[src/rtl/uart_led_pwm_ctrl.sv]
// UART-commanded LED controller: 8N1 receiver, two-byte command parser,
// per-LED PWM levels on a shared counter, and an 8N1 reply transmitter.
module uart_led_pwm_ctrl #(
  parameter int CLKS_PER_BIT = 87,
  parameter int NUM_LEDS     = 7,
  parameter int PWM_BITS     = 4,
  parameter int PWM_PRESCALE = 64,
  parameter int TIMEOUT_CLKS = 20 * CLKS_PER_BIT
) (
  input  logic                clk,
  input  logic                rst,
  input  logic                i,
  output logic                o,
  output logic [NUM_LEDS-1:0] led_port,
  output logic                frame_err,
  output logic                tx_drop
);

  localparam int BIT_W = $clog2(CLKS_PER_BIT);
  localparam int TO_W  = $clog2(TIMEOUT_CLKS + 1);
  localparam int PRE_W = (PWM_PRESCALE > 1) ? $clog2(PWM_PRESCALE) : 1;
  localparam int ALL_N = (NUM_LEDS < 8) ? NUM_LEDS : 8;

  localparam logic [7:0]          CH_K      = 8'h4B;
  localparam logic [7:0]          CH_E      = 8'h45;
  localparam logic [2:0]          OP_SET    = 3'd0;
  localparam logic [2:0]          OP_BRIGHT = 3'd1;
  localparam logic [2:0]          OP_ALL    = 3'd2;
  localparam logic [2:0]          OP_READ   = 3'd3;
  localparam logic [PWM_BITS-1:0] FULL      = '1;

  typedef enum logic [2:0] {RX_IDLE, RX_START, RX_DATA, RX_STOP, RX_BREAK} rx_state_e;
  typedef enum logic [1:0] {P_IDLE, P_WAIT, P_EXEC} p_state_e;

  logic             r_rx_meta, r_rx_sync, r_rx_prev;
  rx_state_e        r_rx_state, w_rx_next;
  logic [BIT_W-1:0] r_rx_cnt;
  logic [2:0]       r_rx_bit;
  logic [7:0]       r_rx_shift;
  logic             r_rx_valid, r_frame_err;
  logic             w_rx_fall, w_rx_tick, w_rx_half;

  // Synchronizer flops reset low so a line already low at reset release
  // cannot masquerade as a falling edge.
  always_ff @(posedge clk) begin
    if (rst) begin
      r_rx_meta <= 1'b0;
      r_rx_sync <= 1'b0;
      r_rx_prev <= 1'b0;
    end else begin
      r_rx_meta <= i;
      r_rx_sync <= r_rx_meta;
      r_rx_prev <= r_rx_sync;
    end
  end

  assign w_rx_fall = r_rx_prev & ~r_rx_sync;
  assign w_rx_tick = (r_rx_cnt == BIT_W'(CLKS_PER_BIT - 1));
  assign w_rx_half = (r_rx_cnt == BIT_W'(CLKS_PER_BIT / 2 - 1));

  // NOTE: every signal driven here gets its default first, so no path leaves it unassigned and no latch is inferred.
  always_comb begin
    w_rx_next = r_rx_state;
    case (r_rx_state)
      RX_IDLE:  if (w_rx_fall) w_rx_next = RX_START;
      RX_START: if (w_rx_half) w_rx_next = r_rx_sync ? RX_IDLE : RX_DATA;
      RX_DATA:  if (w_rx_tick && r_rx_bit == 3'd7) w_rx_next = RX_STOP;
      RX_STOP:  if (w_rx_tick) w_rx_next = r_rx_sync ? RX_IDLE : RX_BREAK;
      RX_BREAK: if (w_rx_tick && r_rx_sync) w_rx_next = RX_IDLE;
      default:  w_rx_next = RX_IDLE;
    endcase
  end

  // NOTE: clocked state is written with <= so every flop samples pre-edge values regardless of statement order.
  always_ff @(posedge clk) begin
    if (rst) r_rx_state <= RX_IDLE;
    else     r_rx_state <= w_rx_next;
  end

  always_ff @(posedge clk) begin
    if (rst) begin
      r_rx_cnt    <= '0;
      r_rx_bit    <= '0;
      r_rx_shift  <= '0;
      r_rx_valid  <= 1'b0;
      r_frame_err <= 1'b0;
    end else begin
      r_rx_valid  <= (r_rx_state == RX_STOP) && w_rx_tick && r_rx_sync;
      r_frame_err <= (r_rx_state == RX_STOP) && w_rx_tick && !r_rx_sync;
      // In BREAK the counter measures one uninterrupted high bit time.
      if (w_rx_next != r_rx_state)                     r_rx_cnt <= '0;
      else if (r_rx_state == RX_DATA && w_rx_tick)     r_rx_cnt <= '0;
      else if (r_rx_state == RX_BREAK && !r_rx_sync)   r_rx_cnt <= '0;
      else if (r_rx_state != RX_IDLE)                  r_rx_cnt <= r_rx_cnt + 1'b1;
      if (r_rx_state != RX_DATA) begin
        r_rx_bit <= '0;
      end else if (w_rx_tick) begin
        r_rx_bit   <= r_rx_bit + 1'b1;
        r_rx_shift <= {r_rx_sync, r_rx_shift[7:1]};
      end
    end
  end

  p_state_e            r_p_state, w_p_next;
  logic [2:0]          r_op;
  logic [4:0]          r_idx;
  logic [TO_W-1:0]     r_to_cnt;
  logic                w_timeout, w_idx_ok;
  logic [PWM_BITS-1:0] w_rd_level;
  logic [7:0]          w_exec_reply;
  logic                w_reply_valid;
  logic [7:0]          w_reply_byte;
  logic [PWM_BITS-1:0] r_level [NUM_LEDS];

  assign w_timeout = (r_p_state == P_WAIT) && (r_rx_state == RX_IDLE) && !w_rx_fall &&
                     (r_to_cnt == TO_W'(TIMEOUT_CLKS - 1));

  always_comb begin
    w_p_next = r_p_state;
    case (r_p_state)
      P_IDLE:  if (!r_frame_err && r_rx_valid) w_p_next = P_WAIT;
      P_WAIT:  if (r_frame_err || w_timeout) w_p_next = P_IDLE;
               else if (r_rx_valid)          w_p_next = P_EXEC;
      default: w_p_next = P_IDLE;
    endcase
  end

  always_ff @(posedge clk) begin
    if (rst) r_p_state <= P_IDLE;
    else     r_p_state <= w_p_next;
  end

  // Byte 2 stays in the RX shift register through EXEC, so only byte 1 is latched.
  always_ff @(posedge clk) begin
    if (rst) begin
      r_op     <= '0;
      r_idx    <= '0;
      r_to_cnt <= '0;
    end else begin
      if (r_p_state == P_IDLE && r_rx_valid) {r_op, r_idx} <= r_rx_shift;
      if (r_p_state != P_WAIT || r_rx_state != RX_IDLE) r_to_cnt <= '0;
      else                                              r_to_cnt <= r_to_cnt + 1'b1;
    end
  end

  always_comb begin
    w_idx_ok   = 1'b0;
    w_rd_level = '0;
    for (int k = 0; k < NUM_LEDS; k++) begin
      if (r_idx == 5'(k)) begin
        w_idx_ok   = 1'b1;
        w_rd_level = r_level[k];
      end
    end
    w_exec_reply = CH_E;
    case (r_op)
      OP_SET, OP_BRIGHT: if (w_idx_ok) w_exec_reply = CH_K;
      OP_ALL:            w_exec_reply = CH_K;
      OP_READ:           if (w_idx_ok) w_exec_reply = 8'(w_rd_level);
      default:           w_exec_reply = CH_E;
    endcase
  end

  assign w_reply_valid = (r_p_state == P_EXEC) || r_frame_err || w_timeout;
  assign w_reply_byte  = (r_p_state == P_EXEC) ? w_exec_reply : CH_E;

  // NOTE: the level array is a handful of flops, so it is reset like any register; a RAM-style array would not be.
  always_ff @(posedge clk) begin
    if (rst) begin
      for (int k = 0; k < NUM_LEDS; k++) r_level[k] <= '0;
    end else if (r_p_state == P_EXEC) begin
      for (int k = 0; k < NUM_LEDS; k++) begin
        if (r_idx == 5'(k)) begin
          if (r_op == OP_SET)         r_level[k] <= r_rx_shift[0] ? FULL : '0;
          else if (r_op == OP_BRIGHT) r_level[k] <= r_rx_shift[PWM_BITS-1:0];
        end
      end
      if (r_op == OP_ALL) begin
        for (int k = 0; k < ALL_N; k++) r_level[k] <= r_rx_shift[k] ? FULL : '0;
      end
    end
  end

  logic [PRE_W-1:0]    r_pwm_pre;
  logic [PWM_BITS-1:0] r_pwm_cnt;
  logic [NUM_LEDS-1:0] r_led;

  // Counter stops one short of full scale so full scale is on every step.
  always_ff @(posedge clk) begin
    if (rst) begin
      r_pwm_pre <= '0;
      r_pwm_cnt <= '0;
      r_led     <= '0;
    end else begin
      if (r_pwm_pre == PRE_W'(PWM_PRESCALE - 1)) begin
        r_pwm_pre <= '0;
        r_pwm_cnt <= (r_pwm_cnt == PWM_BITS'(2**PWM_BITS - 2)) ? '0 : r_pwm_cnt + 1'b1;
      end else begin
        r_pwm_pre <= r_pwm_pre + 1'b1;
      end
      for (int k = 0; k < NUM_LEDS; k++) r_led[k] <= (r_level[k] > r_pwm_cnt);
    end
  end

  logic             r_tx_busy, r_tx_o, r_pend_valid, r_tx_drop;
  logic [8:0]       r_tx_shift;
  logic [BIT_W-1:0] r_tx_cnt;
  logic [3:0]       r_tx_bit;
  logic [7:0]       r_pend_byte;
  logic             w_tx_done, w_load;
  logic [7:0]       w_load_byte;

  assign w_tx_done = r_tx_busy && (r_tx_cnt == BIT_W'(CLKS_PER_BIT - 1)) && (r_tx_bit == 4'd9);

  always_comb begin
    w_load      = 1'b0;
    w_load_byte = w_reply_byte;
    if (!r_tx_busy) begin
      w_load = w_reply_valid;
    end else if (w_tx_done) begin
      w_load = r_pend_valid | w_reply_valid;
      if (r_pend_valid) w_load_byte = r_pend_byte;
    end
  end

  always_ff @(posedge clk) begin
    if (rst) begin
      r_tx_busy    <= 1'b0;
      r_tx_o       <= 1'b1;
      r_tx_shift   <= '1;
      r_tx_cnt     <= '0;
      r_tx_bit     <= '0;
      r_pend_valid <= 1'b0;
      r_pend_byte  <= '0;
      r_tx_drop    <= 1'b0;
    end else begin
      if (w_load) begin
        r_tx_busy  <= 1'b1;
        r_tx_o     <= 1'b0;
        r_tx_shift <= {1'b1, w_load_byte};
        r_tx_cnt   <= '0;
        r_tx_bit   <= '0;
      end else if (r_tx_busy) begin
        if (r_tx_cnt == BIT_W'(CLKS_PER_BIT - 1)) begin
          r_tx_cnt <= '0;
          if (r_tx_bit == 4'd9) begin
            r_tx_busy <= 1'b0;
          end else begin
            r_tx_o     <= r_tx_shift[0];
            r_tx_shift <= {1'b1, r_tx_shift[8:1]};
            r_tx_bit   <= r_tx_bit + 1'b1;
          end
        end else begin
          r_tx_cnt <= r_tx_cnt + 1'b1;
        end
      end
      // Pending slot drains into the shifter at end of frame; a third reply is lost.
      if (w_tx_done && r_pend_valid) begin
        r_pend_valid <= w_reply_valid;
        r_pend_byte  <= w_reply_byte;
      end else if (r_tx_busy && !w_tx_done && w_reply_valid) begin
        if (!r_pend_valid) begin
          r_pend_valid <= 1'b1;
          r_pend_byte  <= w_reply_byte;
        end else begin
          r_tx_drop <= 1'b1;
        end
      end
    end
  end

  assign o         = r_tx_o;
  assign led_port  = r_led;
  assign frame_err = r_frame_err;
  assign tx_drop   = r_tx_drop;

endmodule
[config.mk]
export PLATFORM = sky130hd
export DESIGN_NAME = uart_led_pwm_ctrl
export DESIGN_NICKNAME = d
export VERILOG_FILES = /design/src/rtl/uart_led_pwm_ctrl.sv
export SDC_FILE = /design/constraint.sdc
export NUM_CORES = 1
export LEC_CHECK = 0
export CAP_MARGIN = 20
export CORE_UTILIZATION = 31
export CTS_CLUSTER_SIZE = 30
export DETAILED_ROUTE_END_ITERATION = 6
export PLACE_DENSITY = 0.51
export SKIP_LAST_GASP = 1
export SLEW_MARGIN = 20
export SYNTH_ARGS = -nofsm -noshare
export SYNTH_HDL_FRONTEND = slang
export SYNTH_SLANG_ARGS = --single-unit
export TNS_END_PERCENT = 5
[constraint.sdc]
create_clock -name clk -period 3.58 [get_ports clk]
set_input_delay 0.537 -clock clk [delete_from_list [all_inputs] [get_ports clk]]
set_output_delay 0.537 -clock clk [all_outputs]
set_load 0.02 [all_outputs]
## After elaboration in Yosys (flattened, before gate mapping)

Memories as Yosys holds them, arrays and structs flattened.
Cells that the tools add are included.

| cells by class | value |
|---|---|
| add/sub/neg operators | 7 |
| magnitude comparators | 7 |
| equal/unequal tests | 29 |
| mux-type cells | 146 |
| bitwise operators | 27 |
| reduce and logical (&&, ||, !) cells | 44 |

Operators by type and width:

| cell | number |
|---|---|
| $mux 4 | 37 |
| $mux 1 | 84 |
| $mux 8 | 10 |
| $gt 4x4->1 | 7 |
| $pmux 8 s3 | 1 |
| $or 1x1->1 | 22 |
| $mux 3 | 6 |
| $logic_and 1x1->1 | 17 |
| $eq 5x3->1 const B | 3 |
| $pmux 3 s5 | 1 |
| $add 7x1->7 const B | 2 |
| $eq 7x7->1 const B | 2 |
| $mux 7 | 2 |
| $eq 3x2->1 const B | 4 |
| $add 11x1->11 const B | 1 |
| $eq 11x11->1 const B | 1 |
| $eq 5x2->1 const B | 2 |
| $reduce_or 2->1 | 5 |
| $reduce_and 3->1 | 3 |
| $add 4x1->4 const B | 2 |
| $eq 4x4->1 const B | 2 |
| $mux 2 | 4 |
| $eq 7x6->1 const B | 1 |
| $add 6x1->6 const B | 1 |
| 23 further kinds | 40 |

| word-level totals | value |
|---|---|
| flip-flop bits (word level) | 95 |
| bits in writable memories | 28 |
| input port bits | 3 |
| output and inout port bits | 10 |
| word-level logic and storage cells | 285 |
| memories kept | 1 |

Memory list:

| memory | depth | bits a word | rd ports | clocked after memory_dff | write ports | line | text |
|---|---|---|---|---|---|---|---|
| r_level | 7 | 4 | 7 | 0 | 7 | 113 | `logic [PWM_BITS-1:0] r_level [NUM_LEDS];` |

## Logic depth before layout (Yosys ltp)

Gate-level depths: netlist of run 1.

| depth | value |
|---|---|
| depth after elaboration | 15 |
| depth in mapped cells | 9 |

## Least setup slack after synthesis of run 1

Ideal clock, no wire load.

| path | value |
|---|---|
| path kind | input to register |
| start | input rst |
| end | memory r_level[2][0] (enable) |
| setup time | 0.361 ns |
| data arrival time | 1.902 ns |
| required time | 3.219 ns |
| slack | 1.316 ns |
| stages | 5 |
| path buffers | 2 |
| cell sequence | clkbuf_1 -> nand2b_4 -> or4_4 -> buf_6 -> o21ai_0 |

RTL lines:

| item | line | text |
|---|---|---|
| from (decl) | 11 | `input logic rst,` |
| to (decl) | 113 |  |

==> key figures, run 1 <==
Critical path
  • CP max stage delay: about 0.60 ns
  • Crit path launch: r_p_state[1]
  • Critical Path RT: about 3.6 ns
  • Kind of critical path: reg2reg
  • Crit-path slowest cell: or4_4
  • CP cell instances: nor3b_4, nand2b_4, or4_4, o21ai_0
  • Startpoint types: flip-flop
  • R2R Path Start: r_p_state[1]
  • Worst EP arrival: around 2.4 ns
  • Crit-path max FO: 14
  • CP Capture Type: flip-flop

Synth
  • Synth Register Bits: 123
  • Post-synthesis instance total: roughly 710
  • Commonest cells in the netlist: 96 x nor2_1, 95 x dfxtp_1, 46 x a21oi_1, 45 x nand2_1, 39 x o21ai_0
  • Average cell area after synthesis: around 9.1 µm²
  • Synth top area cells: dfxtp_1 29%, edfxtp_1 13%, ha_1 7.3%, nor2_1 5.5%, a21oi_1 3.5%
  • Seq/Total Area, Yosys: 0.422
  • Post-synth top flop: dfxtp_1
  • Yosys cell types: 78
  • FFs w/ async S/R, synth: 0
  • Syn Std Cell Area: between 6000 and 7000 µm²
  • EDFF count, synth: 28
  • Syn. warnings: 0
  • Syn nets: between 700 and 800
  • Count leader, synth: nor2_1
  • Yosys top cell area share: 0.293
  • Top cell type by total area after synthesis: dfxtp_1

Global routing
  • All-Layer GR Usage: 0.146
  • Largest net degree at the start of global routing: between 70 and 80
  • Vias in the first global route: about 5100
  • Initial antenna violation count: 0
  • Grt ovf: 0
  • First-pass GRT wire length: 25200 µm

Die
  • Die area: between 20000 and 25000 µm²
  • Die X: 147 µm
  • Core Rows: 52
  • Starting Density: 0.319
  • Chip height: ~150 µm
  • Core ar.: 20400 µm²
  • I/O pin cnt: 13

Clocking
  • CTS tree: built
  • Post-cts sizing count: 0
  • Buffer levels on the longest clock path: 2
  • Clock Pin Slew Worst Setup and Hold Paths: 0.06 ns
  • H-tree levels: 4
  • CTS buffer count: 17
  • Clock sink count: roughly 120
  • Root buf cell: clkbuf_16
  • Setup bufs post-CTS: 0
  • Hold_buf cts: 0
  • Skew-Pair Late Insertion Delay: 0.41 ns

Detailed routing
  • Vias post-DR: slightly above 5000
  • Drt wl/cell: 15.0 µm
  • DR vias/cell: around 5.2
  • Total wire length: roughly 15000 µm
  • DRT iter0 DRCs: 479
  • Post-route DRC: 0
  • Post-route ant nets: 0
  • Drt pass-1 iters: 4

Timing
  • Hold Vio Cnt, Final: 0
  • Max-slew headroom: 0.441
  • Clock skew: ~0.0088 ns
  • RSZ-0062 raised after global routing: false
  • Fmax: 0.428 GHz
  • Tcrit/Tclk final: 0.653
  • Hold slack: 0.433 ns
  • Final setup viols: 0
  • Final Critical Period: 2.34 ns
  • Final TNS setup: 0 ns
  • Final Max Slew Viols: 0
  • Slew @ Worst Pin: roughly 0.84 ns

Final layout
  • Layout area overhead: 14.5%
  • NumNets Final: approximately 760
  • Post-layout instance area: ~7400 µm²
  • Filler cell count: 2040
  • Register Area: ~2700 µm²
  • Share of layout cells above drive strength 1: 0.0810
  • Multi-input gate area: between 3000 and 4000 µm²
  • Ant. Diodes: 0

Pwr
  • Power density cells: between 400 and 500 nW/µm²
  • Maximum vdd drop: approximately 0.33 mV
  • Pleak: between 2 and 3 nW
  • Tot Pwr: between 3 and 4 mW

Placement
  • Dpl cell area: around 6800 µm²
  • DP HPWL: between 10000 and 15000 µm
  • Placer Congestion: between 0.8 and 0.9
  • IO Port Bufs: 12

Job
  • Max cap viols: 0

Worst hold path
  • Hold crit path type: reg2reg
  • Min-delay src: r_rx_meta

Run status
  • Status: finished clean
==> kinds of logic (layout without fill, tap and decap cells) <==
family	count (synthesis)	after routing	share of synthesized area
mux	25	25	0.0408
flops	123	123	0.422
compound gates	171	171	0.173
simple gates	266	266	0.213
fa+ha+maj	38	38	0.0732
buf+inv	62	76	0.0391
xor+xnor	29	29	0.0391
==> critical path: cells and delay by family (launching register included) <==
kind	cells	cell delay, ns
AO/OA/AOI/OAI	1	0.49
AND/OR/NAND/NOR	3	1.09
flip-flops	1	0.40
==> per-stage QoR <==
| stage | std cells | setup WS, ns | util |
|---|---|---|---|
| floorplan | 714 | 1.32 | - |
| global placement | 966 | 1.31 | 0.335 |
| detailed placement | 966 | 1.26 | 0.335 |
| CTS | 998 | 1.25 | 0.365 |
| global route | 998 | 1.05 | 0.365 |
| finish | 998 | 1.24 | 0.365 |
==> state kept, by name (all words and copies together) (netlist names), 2 cells and up <==
| signal | cells |
|---|---|
| r_p_state | 2 |
| r_tx_shift | 8 |
| r_pwm_cnt | 4 |
| r_tx_bit | 4 |
| r_pwm_pre | 6 |
| r_to_cnt | 11 |
| led_port | 7 |
| r_idx | 5 |
| r_op | 3 |
| r_tx_cnt | 7 |
| r_pend_byte | 8 |
| r_level | 28 |
| r_rx_cnt | 7 |
| r_rx_shift | 8 |
| r_rx_state | 3 |
| r_rx_bit | 3 |
==> placed cells by master (no fill, tap or decap), drive strengths merged, types with 6 or more instances in the layout <==
cell / count
clkdlybuf4s50: 11
o21ai: 43
o21a: 8
a21oi: 46
nand3: 22
nor2b: 18
mux2i: 22
nor3: 17
and3: 8
nand2: 47
xnor2: 15
a211oi: 9
ha: 38
xor2: 14
nor3b: 9
and2: 10
dfxtp: 95
inv: 29
edfxtp: 28
nand4: 6
clkbuf: 24
o22ai: 7
nor2: 96
nand2b: 16
==> power breakdown <==
group | internal [mW] | switching, mW
combinational | 0.0545 | 0.0711
clock | 1.12 | 0.619
sequential | 1.45 | 0.0280
==> area by class of cell <==
cell class | instances | area share
Clock inverter | 8 | 0.0104
Multi-Input combinational cell | 529 | 0.470
Timing Repair Buffer | 15 | 0.0185
Clock buffer | 24 | 0.0720
Inverter | 29 | 0.0146
Tap cell | 270 | 0.0454
Sequential cell | 123 | 0.369
==> per-layer routing <==
| metal | vias to the layer above | part of all wire | routed length, µm | global-route usage |
|---|---|---|---|---|
| met5 | - | 0 | 0 | 0 |
| met4 | 0 | 0.016 | 240 | 0.0568 |
| met3 | 21 | 0.040 | 597 | 0.0295 |
| met2 | 99 | 0.48 | 7110 | 0.239 |
| met1 | 2483 | 0.47 | 6990 | 0.188 |
| li1 | 2570 | - | - | - |
==> path summary, 6_finish.rpt <==
| check | cells after the start | slack (ns) | to |
|---|---|---|---|
| hold / removal | 1 | 0.43 | r_rx_sync |
| setup / recovery | 4 | 1.24 | r_level[1][0] |
| setup reg to reg | 4 | 1.24 | r_level[1][0] |
| hold reg to reg | 1 | 0.43 | r_rx_sync |
Note: power is estimated with default switching activity, not from simulation.
==> run 2, diff against run 1 <==
--- a/config.mk
+++ b/config.mk
@@ -9,7 +9,7 @@
 export CORE_UTILIZATION = 31
 export CTS_CLUSTER_SIZE = 30
 export DETAILED_ROUTE_END_ITERATION = 6
-export PLACE_DENSITY = 0.51
+export PLACE_DENSITY = 0.53
 export SKIP_LAST_GASP = 1
 export SLEW_MARGIN = 20
 export SYNTH_ARGS = -nofsm -noshare
==> constraint.sdc (replaced) <==
create_clock -name clk -period 2.05 [get_ports clk]
set_input_delay 0.3075 -clock clk [delete_from_list [all_inputs] [get_ports clk]]
set_output_delay 0.3075 -clock clk [all_outputs]
set_load 0.02 [all_outputs]
==> run 2 against run 1 <==
  * Global-route usage hardly changed
  * First-iteration DRC count is 37% lower
  * Utilization is 2.6 points higher
  * Register-to-register slack worse by 1.2 ns
  * Total power is 78% higher
  * Sequential power is 73% higher
  * Clock-buffer cell count is 1 lower
  * Routed wire length is 0.92% lower
  * Cell count is 5.8% higher
  * Largest cell class unchanged
  * Largest power group unchanged
  * Highest routed layer unchanged
==> key figures, run 2 (same netlist as run 1, synthesis figures left out) <==
Run status
  • Status: finished clean

Die
  • I/O pin cnt: 13
  • Core ar.: about 20000 µm²
  • Chip height: around 150 µm
  • Core Rows: 52
  • Starting Density: 0.319
  • Die X: approximately 150 µm
  • Die area: approximately 22000 µm²

Detailed routing
  • DR vias/cell: just under 5
  • DRT iter0 DRCs: roughly 300
  • Met1 wire length: approximately 7300 µm
  • Post-route DRC: 0
  • Post-route ant nets: 0
  • Vias post-DR: 5220
  • Met2 wire length: roughly 6700 µm
  • Top layer in use: met4
  • Drt pass-1 iters: 5
  • Total wire length: roughly 15000 µm
  • WL met3: slightly above 500 µm
  • Drt wl/cell: ~14 µm

Timing
  • Slew @ Worst Pin: approximately 0.6 ns
  • Final Max Slew Viols: 0
  • Max-slew headroom: 0.600
  • RSZ-0062 raised after global routing: true
  • Clock skew: ~0.0068 ns
  • Hold Vio Cnt, Final: 0
  • Tcrit/Tclk final: 0.974
  • Final setup viols: 0
  • Final Critical Period: 2.00 ns
  • Final TNS setup: 0 ns
  • Fmax: about 0.50 GHz

Final layout
  • Ant. Diodes: 0
  • Commonest non-fill, non-tap cell in the layout: nor2_1
  • Largest Register: r_level
  • Largest registers: r_level (28), r_to_cnt (11)
  • Most frequent cells in the layout: 96 x nor2_1, 95 x dfxtp_1, 58 x buf_4
  • NumNets Final: 814
  • Largest register FFs: 28
  • Share of layout cells above drive strength 1: 0.156
  • Layout area overhead: 22.6%

Clocking
  • Clock Pin Slew Worst Setup and Hold Paths: about 0.06 ns
  • Skew-Pair Late Insertion Delay: 0.42 ns
  • Root buf cell: clkbuf_16
  • CTS tree: built
  • H-tree levels: 4
  • Hold_buf cts: 0
  • CTS buffer count: 17
  • Clock sink count: between 100 and 150
  • Buffer levels on the longest clock path: 2

Global routing
  • Largest net degree at the start of global routing: a little over 70
  • Vias in the first global route: about 5000
  • Initial antenna violation count: 0
  • All-Layer GR Usage: 0.146
  • Grt ovf: 0
  • First-pass GRT wire length: between 20000 and 30000 µm

Placement
  • DP HPWL: about 11000 µm
  • IO Port Bufs: 12
  • Placer Congestion: ~0.80

Critical path
  • Crit-path slowest cell: nor3_4
  • Worst Reg-to-Reg Cells: 6
  • R2R Path Start: r_to_cnt[6]
  • CP max stage delay: ~0.40 ns
  • CP cell instances: and2_1, nand4b_1, nor3_4, buf_4, o21ai_2, a221o_1
  • Crit-path max FO: 9
  • CP Capture Type: flip-flop
  • Worst EP arrival: between 2 and 2.5 ns
  • Critical Path RT: roughly 2.4 ns
  • Startpoint types: flip-flop
  • RR Endpoint: o
  • R2R setup slack: 0.05 ns
  • Kind of critical path: reg2reg

Pwr
  • Tot Pwr: 5.93 mW
  • Maximum vdd drop: a little over 0.4 mV
  • Power density cells: about 740 nW/µm²
  • Pleak: slightly above 3 nW

Job
  • Max cap viols: 0

Worst hold path
  • Hold crit path type: in2reg
  • Worst Hold Path EP: r_rx_prev
  • Min-delay src: rst
  • Hold Crit Depth: 3
run 2: worst max-delay path: cells and delay by family, from the launching register on:
kind / cells / cell delay [ns]
DFF: 1 / 0.37
buffers and inverters: 1 / 0.19
and+or+nand+nor: 3 / 0.81
AOI/OAI and AO/OA: 2 / 0.51
run 2: where the power goes:
part	switching [mW]	total (mW)	internal (mW)	leakage, nW
Clock	1.09	3.11	2.02	0.302
Combinational	0.139	0.254	0.115	1.73
Sequential	0.0323	2.56	2.53	1.04
Total	1.26	5.93	4.67	3.07
run 2: worst max-delay path by stage:
stage                 start             to  slack [ns]  depth (start not counted)
2_1_floorplan  r_p_state[1]  r_level[2][0]       -0.14                          5
3_3_place_gp    r_tx_bit[1]  r_tx_shift[5]        0.04                          8
3_5_place_dp   r_to_cnt[10]  r_tx_shift[4]       -0.03                          6
4_1_cts        r_to_cnt[10]  r_tx_shift[4]        0.01                          6
5_1_grt         r_to_cnt[6]              o       -0.05                          6
6_report        r_to_cnt[6]              o        0.05                          6
run 2: what timing repair did:
action	in CTS	in global routing
resized for setup	1	11
pin swaps	1	1
hold endpoints to repair	0	0
gates cloned	0	0
endpoints found under the setup margin	1	20
setup buffers	0	1
run 2: final cells by class:
type                       count  area [µm²]
multi-input combinational    529        3550
inverter                      29         109
clock buffer                  23         479
fill                        2025       12400
tap                          270         338
timing repair buffer          73         611
sequential                   123        2740
clock inverter                 9         133
run 2: metal layers:
metal	global-route usage	vias to the layer above
met5	0	-
met1	0.194	2418
met4	0.0443	0
li1	-	2699
met3	0.0363	19
met2	0.232	84
run 2: through the flow:
step                      area [µm²]  instances  hold WS, ns  setup slack (ns)  utilization
after floorplan                 6500        714        0.414            -0.135            -
after global placement          7300       1023        0.445            0.0407        0.358
after detailed placement        7300       1023        0.431           -0.0336        0.358
after CTS                       7910       1055        0.379            0.0101        0.389
after global routing            7960       1056        0.401           -0.0467        0.391
final                           7960       1056        0.383            0.0529        0.391
==> run 3, diff against run 2 <==
--- a/config.mk
+++ b/config.mk
@@ -9,9 +9,8 @@
 export CORE_UTILIZATION = 31
 export CTS_CLUSTER_SIZE = 30
 export DETAILED_ROUTE_END_ITERATION = 6
-export PLACE_DENSITY = 0.53
+export PLACE_DENSITY = 0.47
 export SKIP_LAST_GASP = 1
-export SLEW_MARGIN = 20
 export SYNTH_ARGS = -nofsm -noshare
 export SYNTH_HDL_FRONTEND = slang
 export SYNTH_SLANG_ARGS = --single-unit
==> run 3 against run 2 <==
  * Final area decreased by 1.8%
  * Total power decreased by 1.5%
  * Die area did not move
  * Flip-flop and latch count is the same
  * Cell count is 0.66% lower
  * Combinational power barely moved
  * Clock-buffer cell count is 4 lower
  * Sequential share of layout area increased by 0.66 points
  * Hold slack better by 0.071 ns
  * Largest cell class unchanged
  * Sequential power about the same
  * Routed wire length grew 5.8%
  * Largest power group unchanged
  * Critical endpoint is now r_level[0][3]
  * Highest routed layer unchanged
==> key figures, run 3 (same netlist as run 1, synthesis figures left out) <==
Timing
  • Worst setup margin: 0.0605 ns
  • Clock skew: about 0.011 ns
  • Slew @ Worst Pin: around 0.58 ns
  • Hold Vio Cnt, Final: 0
  • Final setup viols: 0
  • Final Critical Period: approximately 2 ns
  • Final Max Slew Viols: 0
  • Fmax: 0.503 GHz
  • Max-slew headroom: 0.611
  • Tcrit/Tclk final: 0.970
  • RSZ-0062 raised after global routing: true

Clocking
  • H-tree levels: 4
  • Skew-Pair Late Insertion Delay: about 0.42 ns
  • CTS tree: built
  • Clock Pin Slew Worst Setup and Hold Paths: ~0.06 ns
  • Buffer levels on the longest clock path: 2
  • CTS buffer count: 17
  • Clock sink count: 123
  • Root buf cell: clkbuf_16

Die
  • Chip height: 147 µm
  • Core Rows: between 50 and 60
  • Core ar.: between 20000 and 25000 µm²
  • Starting Density: 0.319
  • Die area: approximately 22000 µm²
  • Die X: approximately 150 µm
  • I/O pin cnt: 13

Final layout
  • Ant. Diodes: 0
  • Layout area overhead: 20.4%
  • Largest register FFs: 28
  • Commonest non-fill, non-tap cell in the layout: nor2_1
  • Final core occ: 0.384
  • NumNets Final: 807
  • Share of layout cells above drive strength 1: 0.150
  • Most frequent cells in the layout: 96 x nor2_1, 93 x dfxtp_1, 54 x buf_4
  • Largest registers: r_level (28), r_to_cnt (11)
  • Largest Register: r_level
  • Filler cell count: 2029

Critical path
  • Largest delay share family, worst path: simple AND/OR/NAND/NOR gates
  • CP max stage delay: 0.58 ns
  • Critical Path RT: roughly 2.1 ns
  • Worst EP arrival: 2.06 ns
  • Crit-path slowest cell: or4_4
  • CP Capture Type: flip-flop
  • CP cell instances: nor3b_4, nand2b_4, or4_4, o31ai_2
  • Startpoint types: flip-flop
  • Buffers and inverters on the worst path: 0
  • Kind of critical path: reg2reg
  • Crit-path max FO: 14

Pwr
  • Maximum vdd drop: between 0.4 and 0.5 mV
  • Pleak: between 2 and 3 nW
  • Power density cells: about 750 nW/µm²

Detailed routing
  • Total wire length: around 16000 µm
  • DR vias/cell: 5.05
  • Drt wl/cell: between 10 and 15 µm
  • Vias post-DR: around 5300
  • Drt pass-1 iters: 4
  • Post-route ant nets: 0
  • Post-route DRC: 0
  • DRT iter0 DRCs: 307

Placement
  • Placer Congestion: approximately 0.83
  • IO Port Bufs: 12
  • DP HPWL: approximately 11000 µm
  • Place WS: -0.0618 ns

Global routing
  • Largest net degree at the start of global routing: 51
  • Initial antenna violation count: 0
  • All-Layer GR Usage: 0.150
  • First-pass GRT wire length: approximately 26000 µm
  • Grt ovf: 0
  • Vias in the first global route: 5159

Run status
  • Status: finished clean

Worst hold path
  • Hold crit path type: in2reg

Job
  • Max cap viols: 0
==> run 3: changes by cell type in the layout (fill, tap and decap cells not counted), sizes merged <==
cell,delta
buf,-7
clkbuf,-4
clkinv,+3
clkinvlp,+3
bufinv,-1
inv,-1
==> run 3: path summary, 6_finish.rpt <==
path / startpoint / to / slack [ns] / depth (start not counted)
hold reg to reg: r_rx_meta / r_rx_sync / 0.46 / 1
setup reg to reg: r_p_state[0] / r_level[0][3] / 0.06 / 4
hold / removal: i / r_rx_meta / 0.45 / 2
setup / recovery: r_p_state[0] / r_level[0][3] / 0.06 / 4
==> run 3: routing by layer <==
layer  wire length (µm)  part of all wire  GRT usage  vias to the layer above
li1                   -                 -          -                     2683
met1               7680              0.49      0.198                     2501
met2               7220              0.46      0.238                       87
met3                473             0.030     0.0339                       25
met4                273             0.017     0.0609                        0
met5                  0                 0          0                        -
==> run 3: per-stage QoR <==
step	total power [mW]	hold WS [ns]	cell area [µm²]	instances	setup TNS, ns
after floorplan	2.77	0.414	6500	714	-1.81
after global placement	2.87	0.437	7200	1015	-0.125
after detailed placement	2.87	0.437	7200	1015	-0.248
after CTS	5.92	0.440	7800	1047	-0.000761
after global routing	6.05	0.457	7820	1049	-0.332
final	5.84	0.454	7820	1049	0
==> run 3: layout make-up <==
| type | count | area, µm² | area share |
|---|---|---|---|
| sequential | 123 | 2750 | 0.351 |
| clock inverter | 13 | 141 | 0.0181 |
| timing repair buffer | 66 | 520 | 0.0665 |
| tap | 270 | 338 | 0.0432 |
| inverter | 29 | 109 | 0.0139 |
| clock buffer | 19 | 455 | 0.0582 |
| multi-input combinational | 529 | 3510 | 0.449 |
==> run 3: what timing repair did <==
action / CTS / global route
endpoints found under the setup margin: 5 / 18
pin swaps: 0 / 1
gates resized for setup: 1 / 7
buffers inserted: 0 / 2
hold buffers: 0 / 0
==> run 3: report_power, final <==
part / total (mW) / switching (mW) / internal (mW)
registers: 2.57 / 0.0405 / 2.53
clock network: 3.02 / 1.15 / 1.87
logic: 0.252 / 0.141 / 0.111
